<file path="src/rtl/spi_pkg.sv">
// spi_pkg: register map, frame length and FSM states for the SPI register target
package spi_pkg;
  localparam int ADDR_EN_OUT_LO = 0;
  localparam int ADDR_EN_OUT_HI = 1;
  localparam int ADDR_EN_PWM_LO = 2;
  localparam int ADDR_EN_PWM_HI = 3;
  localparam int ADDR_PWM_DUTY = 4;
  localparam int FRAME_BITS = 16;
  typedef enum logic [1:0] {IDLE, SHIFT, COMMIT} state_e;
endpackage

</file>
<file path="src/rtl/spi_peripheral_if.sv">
// spi_peripheral_if: SPI pins plus the control registers they configure
interface spi_peripheral_if;
  logic sclk;
  logic copi;
  logic ncs;
  logic [7:0] en_reg_out_7_0;
  logic [7:0] en_reg_out_15_8;
  logic [7:0] en_reg_pwm_7_0;
  logic [7:0] en_reg_pwm_15_8;
  logic [7:0] pwm_duty_cycle;
  logic txn_commit;
  modport master (
    output sclk, copi, ncs,
    input en_reg_out_7_0, en_reg_out_15_8, en_reg_pwm_7_0, en_reg_pwm_15_8, pwm_duty_cycle, txn_commit
  );
  modport slave (
    input sclk, copi, ncs,
    output en_reg_out_7_0, en_reg_out_15_8, en_reg_pwm_7_0, en_reg_pwm_15_8, pwm_duty_cycle, txn_commit
  );
endinterface

</file>
<file path="src/rtl/spi_peripheral_sync_ff.sv">
// sync_ff: multi-flop synchronizer for an asynchronous input, with a selectable reset value
module sync_ff #(
  parameter int SYNC_STAGES = 2,
  parameter logic RST_VAL = 1'b0
) (
  input  logic clk,
  input  logic rst_n,
  input  logic d_i,
  output logic q_o
);
  logic [SYNC_STAGES-1:0] ff_q;
  always_ff @(posedge clk or negedge rst_n)
    if (!rst_n) ff_q <= {SYNC_STAGES{RST_VAL}};
    else ff_q <= {ff_q[SYNC_STAGES-2:0], d_i};
  assign q_o = ff_q[SYNC_STAGES-1];
endmodule

</file>
<file path="src/rtl/spi_peripheral.sv">
// spi_peripheral: write-only SPI mode-0 target decoding 16-bit frames into five control registers
module spi_peripheral
  import spi_pkg::*;
#(
  parameter int SYNC_STAGES = 2,
  parameter int MAX_ADDR = 4
) (
  input logic clk,
  input logic rst_n,
  spi_peripheral_if.slave bus
);
  logic sclk_s, copi_s, ncs_s, sclk_h_q, ncs_h_q, commit_q;
  logic sclk_rise, ncs_fall, ncs_rise, frame_ok;
  logic [4:0] cnt_q;
  logic [15:0] sr_q;
  logic [4:0][7:0] regs_q;
  state_e state_q;
  sync_ff #(.SYNC_STAGES(SYNC_STAGES), .RST_VAL(1'b0)) u_sclk (.clk(clk), .rst_n(rst_n), .d_i(bus.sclk), .q_o(sclk_s));
  sync_ff #(.SYNC_STAGES(SYNC_STAGES), .RST_VAL(1'b0)) u_copi (.clk(clk), .rst_n(rst_n), .d_i(bus.copi), .q_o(copi_s));
  sync_ff #(.SYNC_STAGES(SYNC_STAGES), .RST_VAL(1'b1)) u_ncs (.clk(clk), .rst_n(rst_n), .d_i(bus.ncs), .q_o(ncs_s));
  assign sclk_rise = sclk_s & ~sclk_h_q;
  assign ncs_fall = ~ncs_s & ncs_h_q;
  assign ncs_rise = ncs_s & ~ncs_h_q;
  assign frame_ok = (cnt_q == 5'(FRAME_BITS)) && sr_q[15] && (sr_q[14:8] <= 7'(MAX_ADDR));
  // counter saturates at 17 so an overlong frame can never wrap back to a valid length
  always_ff @(posedge clk or negedge rst_n)
    if (!rst_n) begin
      state_q <= IDLE;
      sclk_h_q <= 1'b0;
      ncs_h_q <= 1'b1;
      cnt_q <= '0;
      sr_q <= '0;
      regs_q <= '0;
      commit_q <= 1'b0;
    end else begin
      sclk_h_q <= sclk_s;
      ncs_h_q <= ncs_s;
      commit_q <= 1'b0;
      unique case (state_q)
        IDLE: if (ncs_fall) begin
          state_q <= SHIFT;
          cnt_q <= '0;
          sr_q <= '0;
        end
        SHIFT: if (ncs_fall) begin
          cnt_q <= '0;
          sr_q <= '0;
        end else if (ncs_rise) state_q <= COMMIT;
        else if (sclk_rise && !ncs_s) begin
          sr_q <= {sr_q[14:0], copi_s};
          cnt_q <= (cnt_q == 5'd17) ? cnt_q : cnt_q + 5'd1;
        end
        COMMIT: begin
          if (frame_ok) begin
            regs_q[sr_q[10:8]] <= sr_q[7:0];
            commit_q <= 1'b1;
          end
          state_q <= IDLE;
        end
        default: state_q <= IDLE;
      endcase
    end
  assign bus.en_reg_out_7_0 = regs_q[ADDR_EN_OUT_LO];
  assign bus.en_reg_out_15_8 = regs_q[ADDR_EN_OUT_HI];
  assign bus.en_reg_pwm_7_0 = regs_q[ADDR_EN_PWM_LO];
  assign bus.en_reg_pwm_15_8 = regs_q[ADDR_EN_PWM_HI];
  assign bus.pwm_duty_cycle = regs_q[ADDR_PWM_DUTY];
  assign bus.txn_commit = commit_q;
endmodule

</file>
<file path="src/flat_wrapper.sv">
// flat-port wrapper written by rule: the top's interface ports become plain ports
module spi_peripheral_flat import spi_pkg::*;
#(
  parameter int SYNC_STAGES = 2,
  parameter int MAX_ADDR = 4
)
  (clk, rst_n, bus_sclk, bus_copi, bus_ncs, bus_en_reg_out_7_0, bus_en_reg_out_15_8, bus_en_reg_pwm_7_0, bus_en_reg_pwm_15_8, bus_pwm_duty_cycle, bus_txn_commit);
  spi_peripheral_if bus_i ();
  input logic clk;
  input logic rst_n;
  input wire logic [$bits(bus_i.sclk)-1:0] bus_sclk;
  input wire logic [$bits(bus_i.copi)-1:0] bus_copi;
  input wire logic [$bits(bus_i.ncs)-1:0] bus_ncs;
  output wire logic [$bits(bus_i.en_reg_out_7_0)-1:0] bus_en_reg_out_7_0;
  output wire logic [$bits(bus_i.en_reg_out_15_8)-1:0] bus_en_reg_out_15_8;
  output wire logic [$bits(bus_i.en_reg_pwm_7_0)-1:0] bus_en_reg_pwm_7_0;
  output wire logic [$bits(bus_i.en_reg_pwm_15_8)-1:0] bus_en_reg_pwm_15_8;
  output wire logic [$bits(bus_i.pwm_duty_cycle)-1:0] bus_pwm_duty_cycle;
  output wire logic [$bits(bus_i.txn_commit)-1:0] bus_txn_commit;
  assign bus_i.sclk = bus_sclk;
  assign bus_i.copi = bus_copi;
  assign bus_i.ncs = bus_ncs;
  assign bus_en_reg_out_7_0 = bus_i.en_reg_out_7_0;
  assign bus_en_reg_out_15_8 = bus_i.en_reg_out_15_8;
  assign bus_en_reg_pwm_7_0 = bus_i.en_reg_pwm_7_0;
  assign bus_en_reg_pwm_15_8 = bus_i.en_reg_pwm_15_8;
  assign bus_pwm_duty_cycle = bus_i.pwm_duty_cycle;
  assign bus_txn_commit = bus_i.txn_commit;
  spi_peripheral #(.SYNC_STAGES(SYNC_STAGES), .MAX_ADDR(MAX_ADDR)) u_core (.clk(clk), .rst_n(rst_n), .bus(bus_i));
endmodule
</file>
<file path="config.mk">
export PLATFORM = sky130hd
export DESIGN_NAME = spi_peripheral_flat
export DESIGN_NICKNAME = d
export VERILOG_FILES = /design/src/rtl/spi_pkg.sv /design/src/rtl/spi_peripheral_if.sv /design/src/rtl/spi_peripheral_sync_ff.sv /design/src/rtl/spi_peripheral.sv /design/src/flat_wrapper.sv
export SDC_FILE = /design/constraint.sdc
export NUM_CORES = 1
export LEC_CHECK = 0
export ABC_CLOCK_PERIOD_IN_PS = 5000
export CAP_MARGIN = 10
export CORE_ASPECT_RATIO = 2
export CORE_UTILIZATION = 57
export DETAILED_ROUTE_END_ITERATION = 10
export PLACE_DENSITY = 0.84
export SLEW_MARGIN = 10
export SYNTH_ARGS = -nofsm -noshare
export SYNTH_HDL_FRONTEND = slang
export SYNTH_SLANG_ARGS = --single-unit
export TNS_END_PERCENT = 30
</file>
<file path="constraint.sdc">
create_clock -name clk -period 5 [get_ports clk]
set_input_delay 0.75 -clock clk [delete_from_list [all_inputs] [get_ports clk]]
set_output_delay 0.75 -clock clk [all_outputs]
set_load 0.05 [all_outputs]
</file>
== After elaboration in Yosys (flattened, before gate mapping) ==
Index checks and enable logic that the tools add are counted.
Storage, ports and cells
  flip-flop bits (word level): 72
  bits of input ports: 5
  word-level logic and storage cells: 65
Cells by class
  add/subtract/negate cells: 1
  magnitude comparators: 3
  equal/unequal tests: 10
  mux-type cells: 20
  bitwise gates (word level): 6
  reduce and logical (&&, ||, !) cells: 11
Operators by type and width (count)
  16-bit two-way mux: 4
  40-bit bitwise mux: 1
  16-bit case mux with 2 select lines: 1
  5-bit two-way mux: 5
  8-bit demux with 3-bit select: 1
  5-bit == test, second input constant: 2
  5-bit case mux with 2 select lines: 1
  8-bit two-way mux: 1
  7-bit by 3-bit less-or-equal comparator with 1-bit output, second input constant: 1
  2-bit two-way mux: 3
  3-bit by 2-bit inequality test with 1-bit output, second input constant: 2
  5-bit by 1-bit adder with 5-bit output, second input constant: 1
  5-bit AND reduction: 1
  1-bit logical AND: 4
  3-bit by 4-bit less-than comparator with 1-bit output, second input constant: 1
  2-bit by 1-bit inequality test with 1-bit output, second input constant: 2
  2-bit case mux with 2 select lines: 1
  4-bit AND reduction: 1
  1-bit AND: 3
  3-bit by 1-bit greater-or-equal comparator with 1-bit output, second input constant: 1
  3-bit by 1-bit inequality test with 1-bit output, second input constant: 1
  1-bit inverter: 3
  3-bit AND reduction: 1
  2-bit by 1-bit == test with 1-bit output, second input constant: 1
  7 further kinds: 8

== Depth between registers and ports, before layout ==
Gate-level depths: netlist (run 1).
  depth in word-level cells: 7
  mapped depth: 8

== Cells and area by module ==
Synthesis (run 1) repeated with hierarchy kept, for this count alone.
Second synthesis, totals
  cell total of the unflattened synthesis: 205
  area, all modules: 3000.4 µm²
By module, submodules not included
  spi_peripheral: times used 1, cells an instance 199, area an instance 2847.7 µm², sequential area each 1652.8 µm²
  sync_ff (u_core.u_copi ...): times used 2, cells an instance 2, area an instance 50.0 µm², sequential area each 50.0 µm²
  sync_ff (u_core.u_ncs): times used 1, cells an instance 2, area an instance 52.6 µm², sequential area each 52.6 µm²

== Worst setup path after synthesis (run 1) ==
No wires, ideal clock.
  path type: register to register
  from: register u_core.cnt_q[0]
  to: register u_core.regs_q, in the netlist u_core.bus.en_reg_out_7_0[6]
  arrival time: 1.768 ns
  data required time: 4.872 ns
  setup slack: 3.105 ns
  cell stages (with the launch flop): 9
  path buffers: 2
  cell sequence: dfrtp_1 -> inv_1 -> ha_1 -> and4b_1 -> clkbuf_2 -> nand3_1 -> or3_1 -> buf_6 -> mux2_1
Between the ends
  longest elaborated chain between the ends: 4
Ends and longest elaborated chain
  from (decl): RTL line spi_peripheral.sv:14  | logic [4:0] cnt_q;
  from (signal assigned): RTL line spi_peripheral.sv:51  | cnt_q <= (cnt_q == 5'd17) ? cnt_q : cnt_q + 5'd1;
  5-bit == test: RTL line spi_peripheral.sv:24  | assign frame_ok = (cnt_q == 5'(FRAME_BITS)) && sr_q[15] && (sr_q[14:8] <= 7'(MAX_ADDR));
  1-bit logical AND (2 in a row): RTL line spi_peripheral.sv:24
  2-bit AND reduction (no source line)
  to (signal, indexed assignment): RTL line spi_peripheral.sv:55  | regs_q[sr_q[10:8]] <= sr_q[7:0];
  to (decl): RTL line spi_peripheral.sv:16  | logic [4:0][7:0] regs_q;
No other way between the ends.
A chain may end at the register's enable or synchronous reset.

== Worst setup path in the final report (run 1) ==
  from: register u_core.regs_q, in the netlist u_core.bus.en_reg_out_7_0[2]
  to: output bus_en_reg_out_7_0[2]
RTL lines
  to (decl): RTL line flat_wrapper.sv:14  | output wire logic [$bits(bus_i.en_reg_out_7_0)-1:0] bus_en_reg_out_7_0;
No word-level cell between the ends.

==> results of run 1 <==
## sequential cells by signal, summed over array words and instances (netlist names), 2 cells and up
| signal | cells |
|---|---|
| u_core.cnt_q | 5 |
| u_core.bus.pwm_duty_cycle | 8 |
| u_core.state_q | 2 |
| u_core.bus.en_reg_out_15_8 | 8 |
| u_core.u_copi.ff_q | 2 |
| u_core.bus.en_reg_out_7_0 | 8 |
| u_core.bus.en_reg_pwm_7_0 | 8 |
| u_core.bus.en_reg_pwm_15_8 | 8 |
| u_core.sr_q | 16 |
| u_core.u_ncs.ff_q | 2 |
| u_core.u_sclk.ff_q | 2 |
## metrics by stage
stage / util [%] / area (µm²) / worst slack [ns]
after floorplan: - / 2880 / 3.10
after global placement: 69.5 / 3380 / 2.94
after detailed placement: 69.5 / 3380 / 2.84
after CTS: 74.0 / 3600 / 2.69
after global routing: 74.0 / 3600 / 2.68
final: 74.0 / 3600 / 2.71
## worst min-delay path by stage
stage               cells past startpoint                               to                            start
floorplan                               0  u_core.u_copi.ff_q[1]$_DFF_PN0_  u_core.u_copi.ff_q[0]$_DFF_PN0_
global placement                        0  u_core.u_copi.ff_q[1]$_DFF_PN0_  u_core.u_copi.ff_q[0]$_DFF_PN0_
detailed placement                      0  u_core.u_copi.ff_q[1]$_DFF_PN0_  u_core.u_copi.ff_q[0]$_DFF_PN0_
CTS                                     0  u_core.u_copi.ff_q[1]$_DFF_PN0_  u_core.u_copi.ff_q[0]$_DFF_PN0_
global route                            0   u_core.u_ncs.ff_q[1]$_DFF_PN1_   u_core.u_ncs.ff_q[0]$_DFF_PN1_
finish                                  0   u_core.u_ncs.ff_q[1]$_DFF_PN1_   u_core.u_ncs.ff_q[0]$_DFF_PN1_
## power by group
part	total, µW	internal (µW)	leakage, µW	switching [µW]
clock	508	305	0.000112	203
combinational	50.1	15.6	0.000600	34.5
sequential	607	594	0.000980	13.2
## per-layer routing
metal	vias up	global-route usage (%)	routed length, µm
met4	0	10.5	107
met1	941	27.1	2160
met2	37	39.9	3160
met5	-	0	0
li1	854	-	-
met3	9	6.49	222
## area by class of cell
class	instances	area, µm²	area share [%]
Clock buffer	12	155	4.31
Timing Repair Buffer	47	460	12.8
Multi-Input combinational cell	133	1020	28.4
Sequential cell	72	1810	50.2
Clock inverter	3	65.1	1.81
Inverter	5	18.8	0.521
Tap cell	57	71.3	1.98
## synthesized netlist by cell type (all sizes together)
cell type / count
nor3: 1
o21a: 1
and4b: 1
o22ai: 1
nand3: 2
buf: 2
nor3b: 4
ha: 3
a2bb2oi: 1
inv: 5
clkbuf: 6
or3: 1
nor4bb: 1
dfrtp: 69
a31oi: 1
nand2b: 1
nor4: 1
nor2: 4
mux2i: 2
mux2: 40
a21oi: 2
and3: 1
dfstp: 3
nand3b: 1
and2: 2
nor2b: 1
and3b: 1
a311o: 1
nand2: 34
and4: 1
xor2: 1
o21bai: 1
nand4: 3
o21ai: 17
o2111ai: 1
or2: 1
## cell families (layout without fill, tap and decap cells)
kind of cell	after synthesis	after routing	share of synthesized area, %
muxes	42	42	17.2
DFF	72	72	62.6
and+or+nand+nor	61	61	11.3
AOI/OAI and AO/OA	26	26	5.21
buffers and inverters	13	67	2.04
adders and majority gates	3	3	1.30
xor gates and xnor gates	1	1	0.304
==> summary.md, run 1 <==
TritonCTS built the clock tree. For the final routed database, the setup TNS stands at 0 ns. Walking the worst path, the cells encountered are clkdlybuf4s50_1.

The number of pins exceeding their max-slew limit in the final report is 0, and the post-CTS setup buffer count is 0. 46 I/O pins were placed. The flow ran to the end, and the final reports show no timing, DRC or antenna violations. The via count of the first global-routing pass is 1855. Summed over all layers, the global routing overflow is 0. DRC violations left: 0. The tools report the worst clock skew on the final layout as 0.00610 ns. The count of endpoints failing hold in the final timing report is 0, and the sequential fraction of the synthesis area is 62.6%. The tools report the sort of element at the end of the critical path as an output port.

After synthesis the cells add up to 0.00288 mm². Once placement completed, the tool counted placed cells totaling 314. On the critical path the largest part of the delay comes from buffers and inverters.

STA classifies the critical path startpoint as a register. In the finished design, the share of the clock period the worst path needs comes to 45.7%. The launching element of the worst setup path was u_core.bus.en_reg_out_7_0[2]$_DFFE_PN0P_. Type of the setup path with the least slack: register to output port. The average vias per placed instance was 5.60; the routed length per instance was 17.2 µm. The synthesized area per cell works out to 13.2 µm². For the final number of setup-violating endpoints, the log shows 0. Setup repair after global routing left no endpoint under its margin.

The area growth from synthesis to layout works out to 24.8%. The detailed-route wire length is 5650 µm. The post-synthesis cell type with the largest combined area was sky130_fd_sc_hd__dfrtp_1. IR analysis of the VDD net gives a maximum drop of 0.337 mV. The worst register-to-register path ends at u_core.bus.en_reg_out_7_0[6]$_DFFE_PN0P_. The tools report the yosys synthesis warning count as 0. Derived from the worst setup path, the maximum achievable clock frequency is 438 MHz. The tools report the residual antenna-violating net count after detailed routing as 0. The first global-routing pass estimated 8910 µm of wire. The total nets after synthesis was 226; the total clock buffers created by CTS was 9. The floorplan has 36 rows.

The slowest stage of the critical path belongs to the cell sky130_fd_sc_hd__clkdlybuf4s50_1. The kind of path behind the tightest hold check is register to register. Across all hold checks on the routed design, the worst slack comes to 0.357 ns.

Entering global routing, the biggest net connects 73 pins. For this design, the sink count on the clock tree is 72. The worst max-slew margin expressed relative to the limit is 23.5%. Beginning of the worst register-to-register path: u_core.cnt_q[2]$_DFFE_PN0P_. Most common cell after layout, fill and taps aside: sky130_fd_sc_hd__dfrtp_1. Leaving out filler cells and counting taps, the final layout contains 329.

The fraction of layout cells with a size suffix above 1 came out at 23.5%. For the worst-skew pair, the clock arrives at the later sink with an insertion delay of 0.34 ns. The slack of the worst reg-to-reg path came out at 2.83 ns. Path length in cells of the critical path: 1. In this run the worst path has a maximum fanout of 2. Data arrival time at the worst-slack endpoint: 1.54 ns. The number of hold buffers added after CTS was 0. The repair_antennas step left the layout with diodes totalling 0. The die extent in x works out to 52.3 µm. The first detailed-routing pass took 4 iterations. The library cell used as clock root buffer was sky130_fd_sc_hd__clkbuf_8.

Measured in cells, the most critical reg-to-reg path has a length of 4. Critical path capture point: bus_en_reg_out_7_0[2]. STA puts the critical path data required time at 4.25 ns. For this design the static power due to leakage is 0.00169 µW. The clock tree synthesis step divided the H-tree into 3 levels.

The total power density per cell area came out at 324 mW/mm². In this run the vertical extent of the chip is 103 µm. The final route contains 1841 vias.

For the overall power of the completed layout, the log shows 1170 µW. In the layout the commonest cells are sky130_fd_sc_hd__dfrtp_1, sky130_fd_sc_hd__clkdlybuf4s50_1, sky130_fd_sc_hd__nand2_1. The core region is 0.00486 mm². The wire-length estimate of the detail-placed layout is 3710 µm. Max-cap violations in this run came to 0. Input and output buffers added on the ports amount to 45. For the pin with the worst max-slew slack, the measured transition is 1.14 ns.

The combined buffer and inverter count along the critical path is 1. The tools report the starting density of the core as 59.3%. The violation count after the first detailed-routing iteration was 44. After clock tree synthesis, the clock-pin slew on the worst setup and hold paths is 0.07 ns. In this run, distinct cell masters in the synthesized netlist total 42.

The minimum clock period works out to 2.29 ns. The number of buffers between clock root and the deepest sink is 2. Initial antenna violation count: 0. The fraction of synthesized cell area taken by the top area cell type is 59.9%. Gates resized during post-CTS repair numbered 0.

The total routing resource utilization after global routing is 23.6%. Ranked by total cell area, the synthesized netlist is headed by sky130_fd_sc_hd__dfrtp_1, sky130_fd_sc_hd__mux2_2, sky130_fd_sc_hd__nand2_1. In the final design database the tool counted 276 nets. The synthesized netlist cell count is 218, and the critical path's largest stage delay is 0.82 ns. The floorplan step defined a die boundary enclosing 0.00537 mm². The number of filler instances in the final layout is 315, and the number of flip-flops and latches in the synthesized netlist is 72. The congestion estimate from routability-driven global placement came to 0.838.
No activity file was read; power rests on OpenSTA's default activity.
==> inputs of run 2 (changes only) <==
--- a/config.mk
+++ b/config.mk
@@ -5,12 +5,12 @@
 export SDC_FILE = /design/constraint.sdc
 export NUM_CORES = 1
 export LEC_CHECK = 0
-export ABC_CLOCK_PERIOD_IN_PS = 5000
+export ABC_CLOCK_PERIOD_IN_PS = 2400
 export CAP_MARGIN = 10
 export CORE_ASPECT_RATIO = 2
-export CORE_UTILIZATION = 57
+export CORE_UTILIZATION = 53
 export DETAILED_ROUTE_END_ITERATION = 10
-export PLACE_DENSITY = 0.84
+export PLACE_DENSITY = 0.79
 export SLEW_MARGIN = 10
 export SYNTH_ARGS = -nofsm -noshare
 export SYNTH_HDL_FRONTEND = slang
==> constraint.sdc (replaced) <==
create_clock -name clk -period 2.4 [get_ports clk]
set_input_delay 0.36 -clock clk [delete_from_list [all_inputs] [get_ports clk]]
set_output_delay 0.36 -clock clk [all_outputs]
set_load 0.05 [all_outputs]
==> run 2 against run 1 <==
Setup slack got worse by 2.4 ns. Flip-flop and latch count unchanged. Register-to-register slack lost 2.6 ns. Clock skew increased by 0.00096 ns. Via count grew 0.22%. Non-clock buffer count grew 6.
==> summary.md, run 2 (synthesis results as in run 1) <==
The run finished with clean final reports. The critical path's largest stage delay is 0.58 ns (was 0.82 ns). Static timing analysis puts the maximum clock frequency at 469 MHz. The critical register-to-register path endpoint is u_core.bus.en_reg_out_7_0[6]$_DFFE_PN0P_ (unchanged). Starting density of the core: 55.6% (was 59.3%). The slack of the worst reg-to-reg path is 0.27 ns (was 2.83 ns).

The die area is 0.00576 mm² (was 0.00537 mm²). The worst max-slew margin expressed relative to the limit is 63.1% (was 23.5%), and the largest fanout on the critical path is 8 (was 2). The tools report the overall power of the completed layout as 2250 µW (was 1170 µW). The register with the highest flop count is u_core.sr_q (unchanged). The critical path capture point is u_core.bus.en_reg_out_7_0[6]$_DFFE_PN0P_ (was bus_en_reg_out_7_0[2]). Library cell used as clock root buffer: sky130_fd_sc_hd__clkbuf_8 (unchanged). For the leakage dissipation, the log shows 0.00172 µW (was 0.00169 µW).

The launching element of the worst setup path is u_core.cnt_q[1]$_DFFE_PN0P_ (was u_core.bus.en_reg_out_7_0[2]$_DFFE_PN0P_). The flip-flop count of the largest register after layout is 16 (unchanged), and the number of buffers between clock root and the deepest sink is 2 (unchanged). Path length in cells of the critical path: 6 (was 1). The number of hold-repair buffers added at the cts stage was 0 (unchanged).

The internal power component is 1730 µW (was 914 µW), and the via count of the first global-routing pass is 1880 (was 1855). Type of the setup path with the least slack: register to register (was register to output port). Detailed-router iteration count before antenna repair: 4 (unchanged).

The residual overflow from global routing is 0 (unchanged), and the die extent in x is 54.2 µm (was 52.3 µm). The count of instances resized after the clock tree is built was 0 (unchanged). The average vias per placed instance is 5.47 (was 5.60). Highest-count cells in the layout ignoring fill and taps: sky130_fd_sc_hd__dfrtp_1, sky130_fd_sc_hd__clkdlybuf4s50_1, sky130_fd_sc_hd__nand2_1 (unchanged). Setup repair after global routing left no endpoint under its margin. The worst clock skew on the final layout is 0.00706 ns (was 0.00610 ns), and the maximum number of pins on one net before global-route repair is 44 (was 73). The total power density per cell area is 618 mW/mm² (was 324 mW/mm²).

The gate family responsible for the most delay along the worst path was simple AND/OR/NAND/NOR gates (was buffers and inverters). For the final number of setup-violating endpoints, the log shows 0 (unchanged). List of cells traversed by the critical path: inv_1 -> ha_1 -> and4b_1 -> nand3_1 -> or3_1 -> mux2_1 (was clkdlybuf4s50_1). The tools report the beginning of the worst register-to-register path as u_core.cnt_q[1]$_DFFE_PN0P_ (was u_core.cnt_q[2]$_DFFE_PN0P_). The total clock buffers created by CTS was 9 (unchanged). Clock power share: 38.5% (was 43.6%). The combinational cell fraction of total power was 5.2% (was 4.3%). The post-CTS setup buffer count came out at 0 (unchanged).

The peak ir drop on the vdd network is 0.463 mV (was 0.337 mV), and the total routing resource utilization after global routing is 22.9% (was 23.6%). Fraction of layout cells with a size suffix above 1: 25.4% (was 23.5%). The number of non-filler instances in the completed layout came out at 337 (was 329). The run gives 5660 µm (was 5650 µm) as the detailed-route wire length. The cell depth of the worst flop-to-flop path came out at 6 (was 4).

Clock edge transition at the registers on the reported setup and hold paths: 0.07 ns (about the same). The most common cell after layout, fill and taps aside is sky130_fd_sc_hd__dfrtp_1 (unchanged). The post-layout utilization of the core is 70.1% (was 74.0%).

TritonCTS built the clock tree. The area growth from synthesis to layout was 26.0% (was 24.8%); the count of nets after finishing was 282 (was 276). For the placed standard-cell area, the log shows 0.00345 mm² (was 0.00338 mm²). Data arrival time at the worst-slack endpoint: 2.36 ns (was 1.54 ns). The H-tree depth reported by CTS is 3 (unchanged), and the sequential group share of total power is 56.3% (was 52.1%). The run gives 0 (unchanged) as the initial antenna violation count.

The die height is 106 µm (was 103 µm). The run gives 0 (unchanged) as the max capacitance violation total. Number of placement rows: 37 (was 36). Placeable core region: 0.00518 mm² (was 0.00486 mm²).

The routed length per instance came out at 16.8 µm (was 17.2 µm). The latest clock arrival within the worst-skew pair is 0.34 ns (about the same), and the number of top-level design ports is 46 (unchanged). The transition time of the tightest slew-check pin was 0.553 ns (was 1.14 ns); the half-perimeter wire length after placement was 3870 µm (was 3710 µm). The number of buffers added on ports was 45 (unchanged); the routability congestion estimate from global placement was 0.869 (was 0.838).

The endpoint required time on the critical path was 2.63 ns (was 4.25 ns). The tools report the launching element type of the critical path as a register (unchanged). The tools report the DRC violations left as 0 (unchanged). The residual antenna-violating net count after detailed routing was 0 (unchanged). The run gives 0 (unchanged) as the count of endpoints failing hold in the final timing report. The net switching power came out at 512 µW (was 251 µW).

The tools report the sort of element at the end of the critical path as a register (was an output port). The tools report the number of pins exceeding their max-slew limit in the final report as 0 (unchanged). The number of cells in the design after placement is 321 (was 314), and the minimum clock period is 2.13 ns. Kind of path behind the tightest hold check: primary input to asynchronous set/reset pin (was register to register).

The number of antenna cells inserted is 0 (unchanged). For the total clock sinks, the log shows 72 (unchanged). Final instance area: 0.00363 mm² (was 0.00360 mm²).

The switching portion of total power is 22.8% (was 21.5%). The first-pass GRT wire length was 9050 µm (was 8910 µm). The combined buffer and inverter count along the critical path is 1 (unchanged). Dividing the final minimum period by the clock period gives 88.8%.

Master of the slowest instance on the critical path: sky130_fd_sc_hd__or3_1 (was sky130_fd_sc_hd__clkdlybuf4s50_1). The logs give 0 ns (unchanged) for the sum of negative setup slack and 1845 (was 1841) for the via count. The run gives 35 (was 44) as the violation count after the first detailed-routing iteration.
## run 2: changes by cell type in the layout (fill, tap and decap cells not counted)
| cell | delta |
|---|---|
| sky130_fd_sc_hd__clkbuf_8 | +1 |
| sky130_fd_sc_hd__buf_4 | +4 |
| sky130_fd_sc_hd__bufinv_16 | -2 |
| sky130_fd_sc_hd__buf_12 | +2 |
| sky130_fd_sc_hd__clkinv_2 | +2 |
## run 2: layout make-up
type | count | area (µm²)
clock buffers | 13 | 169
clock inverters | 3 | 15.0
fillers | 357 | 1550
inverters | 5 | 18.8
multi-input cells | 133 | 1020
flip-flops and latches | 72 | 1810
well taps | 58 | 72.6
repair buffers | 53 | 531
## run 2: power by group through the flow
stage / clock, µW / combinational [µW] / sequential [µW]
final: 865 / 117 / 1260
after global routing: 942 / 135 / 1270
after CTS: 893 / 121 / 1260
after detailed placement: 0 / 118 / 1290
after global placement: 0 / 114 / 1290
after floorplan: 0 / 60.4 / 1280
## run 2: per-stage QoR
step	worst slack (ns)	hold WS, ns
2_1_floorplan	0.505	0.0644
3_3_place_gp	0.347	0.334
3_5_place_dp	0.306	0.337
4_1_cts	0.258	0.00273
5_1_grt	0.139	0.0375
6_report	0.268	0.00175
## run 2: worst min-delay path by stage
stage | endpoint | cells after the start
after floorplan | u_core.bus.en_reg_out_15_8[0]$_DFFE_PN0P_ | 0
after global placement | u_core.u_copi.ff_q[1]$_DFF_PN0_ | 0
after detailed placement | u_core.u_sclk.ff_q[1]$_DFF_PN0_ | 0
after CTS | u_core.bus.en_reg_pwm_7_0[5]$_DFFE_PN0P_ | 1
after global routing | u_core.bus.en_reg_pwm_7_0[5]$_DFFE_PN0P_ | 1
final | u_core.sclk_h_q$_DFF_PN0_ | 1
## run 2: worst register-to-register path, cell delays in order, from the launching register on
cell and delay [ns]:
sky130_fd_sc_hd__dfrtp_1 0.40, sky130_fd_sc_hd__inv_1 0.10, sky130_fd_sc_hd__ha_1 0.16, sky130_fd_sc_hd__and4b_1 0.28, sky130_fd_sc_hd__nand3_1 0.11, sky130_fd_sc_hd__or3_1 0.58, sky130_fd_sc_hd__mux2_1 0.38
## run 2: metal layers
metal / up-vias / wire length (µm) / track usage [%]
met3: 13 / 179 / 6.87
met4: 0 / 193 / 14.3
met1: 924 / 2220 / 26.6
li1: 867 / - / -
met2: 41 / 3070 / 35.2
met5: - / 0 / 0
==> inputs of run 3 (changes only) <==
--- a/config.mk
+++ b/config.mk
@@ -11,6 +11,7 @@
 export CORE_UTILIZATION = 53
 export DETAILED_ROUTE_END_ITERATION = 10
 export PLACE_DENSITY = 0.79
+export REMOVE_ABC_BUFFERS = 1
 export SLEW_MARGIN = 10
 export SYNTH_ARGS = -nofsm -noshare
 export SYNTH_HDL_FRONTEND = slang
==> run 3 against run 2 <==
Maximum frequency decreased by 2.2%. Flip-flop and latch count unchanged. Hold slack gained 0.35 ns. Routed wire length rose by 2.9%. Highest routed layer unchanged.
==> summary.md, run 3 (synthesis results as in run 1) <==
The run finished with clean final reports. The critical register-to-register path endpoint was u_core.bus.en_reg_out_7_0[6]$_DFFE_PN0P_ (unchanged). The logs give 5830 µm (was 5660 µm) for the detailed-route wire length and 0.00576 mm² (unchanged) for the die area.

The placed standard-cell area came out at 0.00343 mm² (was 0.00345 mm²). The launching element of the worst setup path was u_core.cnt_q[1]$_DFFE_PN0P_ (unchanged). The run gives 0 (unchanged) as the number of antenna cells inserted.

The violation count after the first detailed-routing iteration was 30 (was 35). The register with the highest flop count is u_core.sr_q (unchanged). The portion of the clock cycle consumed by the worst path in the final layout was 90.8% (was 88.8%). The post-layout utilization of the core was 71.3% (was 70.1%). For the final instance area, the log shows 0.00370 mm² (was 0.00363 mm²). Library cell used as clock root buffer: sky130_fd_sc_hd__clkbuf_8 (unchanged).

The count of endpoints failing hold in the final timing report was 0 (unchanged). The post-CTS setup buffer count was 0 (unchanged); the total clock buffers created by CTS was 9 (unchanged). The max capacitance violation total was 0 (unchanged); the highest clock rate was 459 MHz (was 469 MHz). The die extent in x works out to 54.2 µm (unchanged). The routed length per instance was 17.2 µm (was 16.8 µm); the data arrival time at the worst-slack endpoint was 2.41 ns (was 2.36 ns).

List of cells traversed by the critical path: inv_1 -> ha_1 -> and4b_1 -> nand3_1 -> or3_1 -> mux2_1 (unchanged). The total clock sinks was 72 (unchanged); the average vias per placed instance was 5.53 (was 5.47). The clock edge transition at the registers on the reported setup and hold paths is 0.07 ns (about the same), and the number of cells in the design after placement is 322 (was 321). The number of non-filler instances in the completed layout came out at 339 (was 337).

The initial antenna violation count was 0 (unchanged); the first-pass GRT wire length was 9200 µm (was 9050 µm). The kind of path behind the tightest hold check was register to register (was primary input to asynchronous set/reset pin). The tools report the critical path capture point as u_core.bus.en_reg_out_7_0[6]$_DFFE_PN0P_ (unchanged). The worst clock skew on the final layout was 0.00820 ns (was 0.00706 ns). The run gives 0 (unchanged) as the residual antenna-violating net count after detailed routing. The tools report the via count as 1874 (was 1845). The minimum clock period works out to 2.18 ns (was 2.13 ns). The sort of element at the end of the critical path was a register (unchanged).

Area growth from synthesis to layout: 28.2% (was 26.0%). The largest fanout on the critical path is 8 (unchanged), and the endpoint required time on the critical path is 2.63 ns (about the same). Critical path's largest stage delay: 0.60 ns (was 0.58 ns).

The sum of negative setup slack was 0 ns (unchanged). The master of the slowest instance on the critical path is sky130_fd_sc_hd__or3_1 (unchanged). The most common cell after layout, fill and taps aside was sky130_fd_sc_hd__dfrtp_1 (unchanged).

The flip-flop count of the largest register after layout came out at 16 (unchanged). The tools report the peak ir drop on the vdd network as 0.707 mV (was 0.463 mV). The beginning of the worst register-to-register path is u_core.cnt_q[1]$_DFFE_PN0P_ (unchanged). The number of buffers added on ports was 45 (unchanged); the number of placement rows was 37 (unchanged). For the overall power of the completed layout, the log shows 2560 µW (was 2250 µW). The logs give 2 (unchanged) for the number of buffers between clock root and the deepest sink and 0.22 ns (was 0.27 ns) for the slack of the worst reg-to-reg path. Transition time of the tightest slew-check pin: 0.534 ns (was 0.553 ns).

The fraction of layout cells with a size suffix above 1 is 26.0% (was 25.4%). Placeable core region: 0.00518 mm² (unchanged). Type of the setup path with the least slack: register to register (unchanged).

Latest clock arrival within the worst-skew pair: 0.35 ns (was 0.34 ns). The count of instances resized after the clock tree is built is 0 (unchanged), and the routability congestion estimate from global placement is 0.837 (was 0.869). The count of nets after finishing came out at 284 (was 282). Number of top-level design ports: 46 (unchanged).

The tools report the launching element type of the critical path as a register (unchanged). The half-perimeter wire length after placement was 4030 µm (was 3870 µm). The number of filler instances in the final layout came out at 368 (was 357). The logs give 23.5% (was 22.9%) for the total routing resource utilization after global routing and 1902 (was 1880) for the via count of the first global-routing pass. The worst max-slew margin expressed relative to the limit was 64.3% (was 63.1%). Highest-count cells in the layout ignoring fill and taps: sky130_fd_sc_hd__dfrtp_1, sky130_fd_sc_hd__clkdlybuf4s50_1, sky130_fd_sc_hd__nand2_1 (unchanged). The tools report the starting density of the core as 55.6% (unchanged). Leakage dissipation: 0.00174 µW (was 0.00172 µW).

The maximum number of pins on one net before global-route repair was 38 (was 44); the detailed-router iteration count before antenna repair was 4 (unchanged). The logs give 3 (unchanged) for the H-tree depth reported by CTS and 0 (unchanged) for the residual overflow from global routing. The DRC violations left came out at 0 (unchanged).

The total power density per cell area was 692 mW/mm² (was 618 mW/mm²); the cell depth of the worst flop-to-flop path was 6 (unchanged). The die height is 106 µm (unchanged), and the final number of setup-violating endpoints is 0 (unchanged). Setup repair after global routing left no endpoint under its margin. TritonCTS built the clock tree. Number of pins exceeding their max-slew limit in the final report: 0 (unchanged).
[run 3: cell types whose count changed in the layout (fill, tap and decap cells not counted)]
cell	previous run	this run
sky130_fd_sc_hd__bufinv_16	0	3
sky130_fd_sc_hd__buf_12	2	0
sky130_fd_sc_hd__buf_4	6	9
sky130_fd_sc_hd__clkbuf_8	12	11
sky130_fd_sc_hd__clkbuf_1	1	0
sky130_fd_sc_hd__clkinvlp_4	0	1
sky130_fd_sc_hd__dlygate4sd3_1	0	1
sky130_fd_sc_hd__clkinv_2	3	1
[run 3: critical path, delay by kind of cell (launching register included)]
family | cells | cell delay (ns)
AND/OR/NAND/NOR | 3 | 0.98
flip-flops | 1 | 0.40
multiplexers | 1 | 0.40
adder cells (fa/ha/maj) | 1 | 0.16
buffers and inverters | 1 | 0.11
[run 3: timing repair]
item	4_1_cts	5_1_grt
hold buffers	1	0
endpoints found under the setup margin	0	0
hold endpoints to repair	19	0
[run 3: per-layer routing]
layer / vias to the layer above / part of all wire (%) / wire length (µm) / track usage [%]
met5: - / 0 / 0 / 0
met2: 45 / 54 / 3170 / 38.0
met3: 15 / 4.3 / 248 / 6.58
met4: 0 / 3.4 / 198 / 13.7
met1: 946 / 38 / 2210 / 26.0
li1: 868 / - / - / -
[run 3: through the flow]
| stage | hold WS (ns) | setup slack [ns] |
|---|---|---|
| after global routing | 0.362 | 0.141 |
| final | 0.352 | 0.221 |
| after CTS | 0.354 | 0.225 |
| after detailed placement | 0.329 | 0.268 |
| after global placement | 0.325 | 0.342 |
| after floorplan | 0.0644 | 0.264 |
[run 3: how the worst min path moves through the flow]
stage	start	to	slack [ns]	depth (start not counted)
after floorplan	rst_n	u_core.bus.en_reg_out_15_8[0]$_DFFE_PN0P_	0.06	0
after global placement	rst_n	u_core.bus.en_reg_pwm_15_8[5]$_DFFE_PN0P_	0.33	1
after detailed placement	rst_n	u_core.bus.en_reg_pwm_15_8[5]$_DFFE_PN0P_	0.33	1
after CTS	u_core.u_sclk.ff_q[0]$_DFF_PN0_	u_core.u_sclk.ff_q[1]$_DFF_PN0_	0.35	0
after global routing	u_core.u_sclk.ff_q[0]$_DFF_PN0_	u_core.u_sclk.ff_q[1]$_DFF_PN0_	0.36	0
final	u_core.u_sclk.ff_q[0]$_DFF_PN0_	u_core.u_sclk.ff_q[1]$_DFF_PN0_	0.35	0
[run 3: report_power, final]
| part | switching (µW) | total, µW | internal (µW) |
|---|---|---|---|
| combinational | 73.9 | 112 | 38.2 |
| sequential | 27.8 | 1260 | 1240 |
| clock | 436 | 1180 | 745 |
[run 3: layout make-up]
cell class	count	area, µm²	share of cell area (%)
clock buffer	11	151	4.09
clock inverter	5	103	2.77
inverter	5	18.8	0.508
multi-input combinational	133	1020	27.7
sequential	72	1810	48.8
tap	58	72.6	1.96
timing repair buffer	55	523	14.1
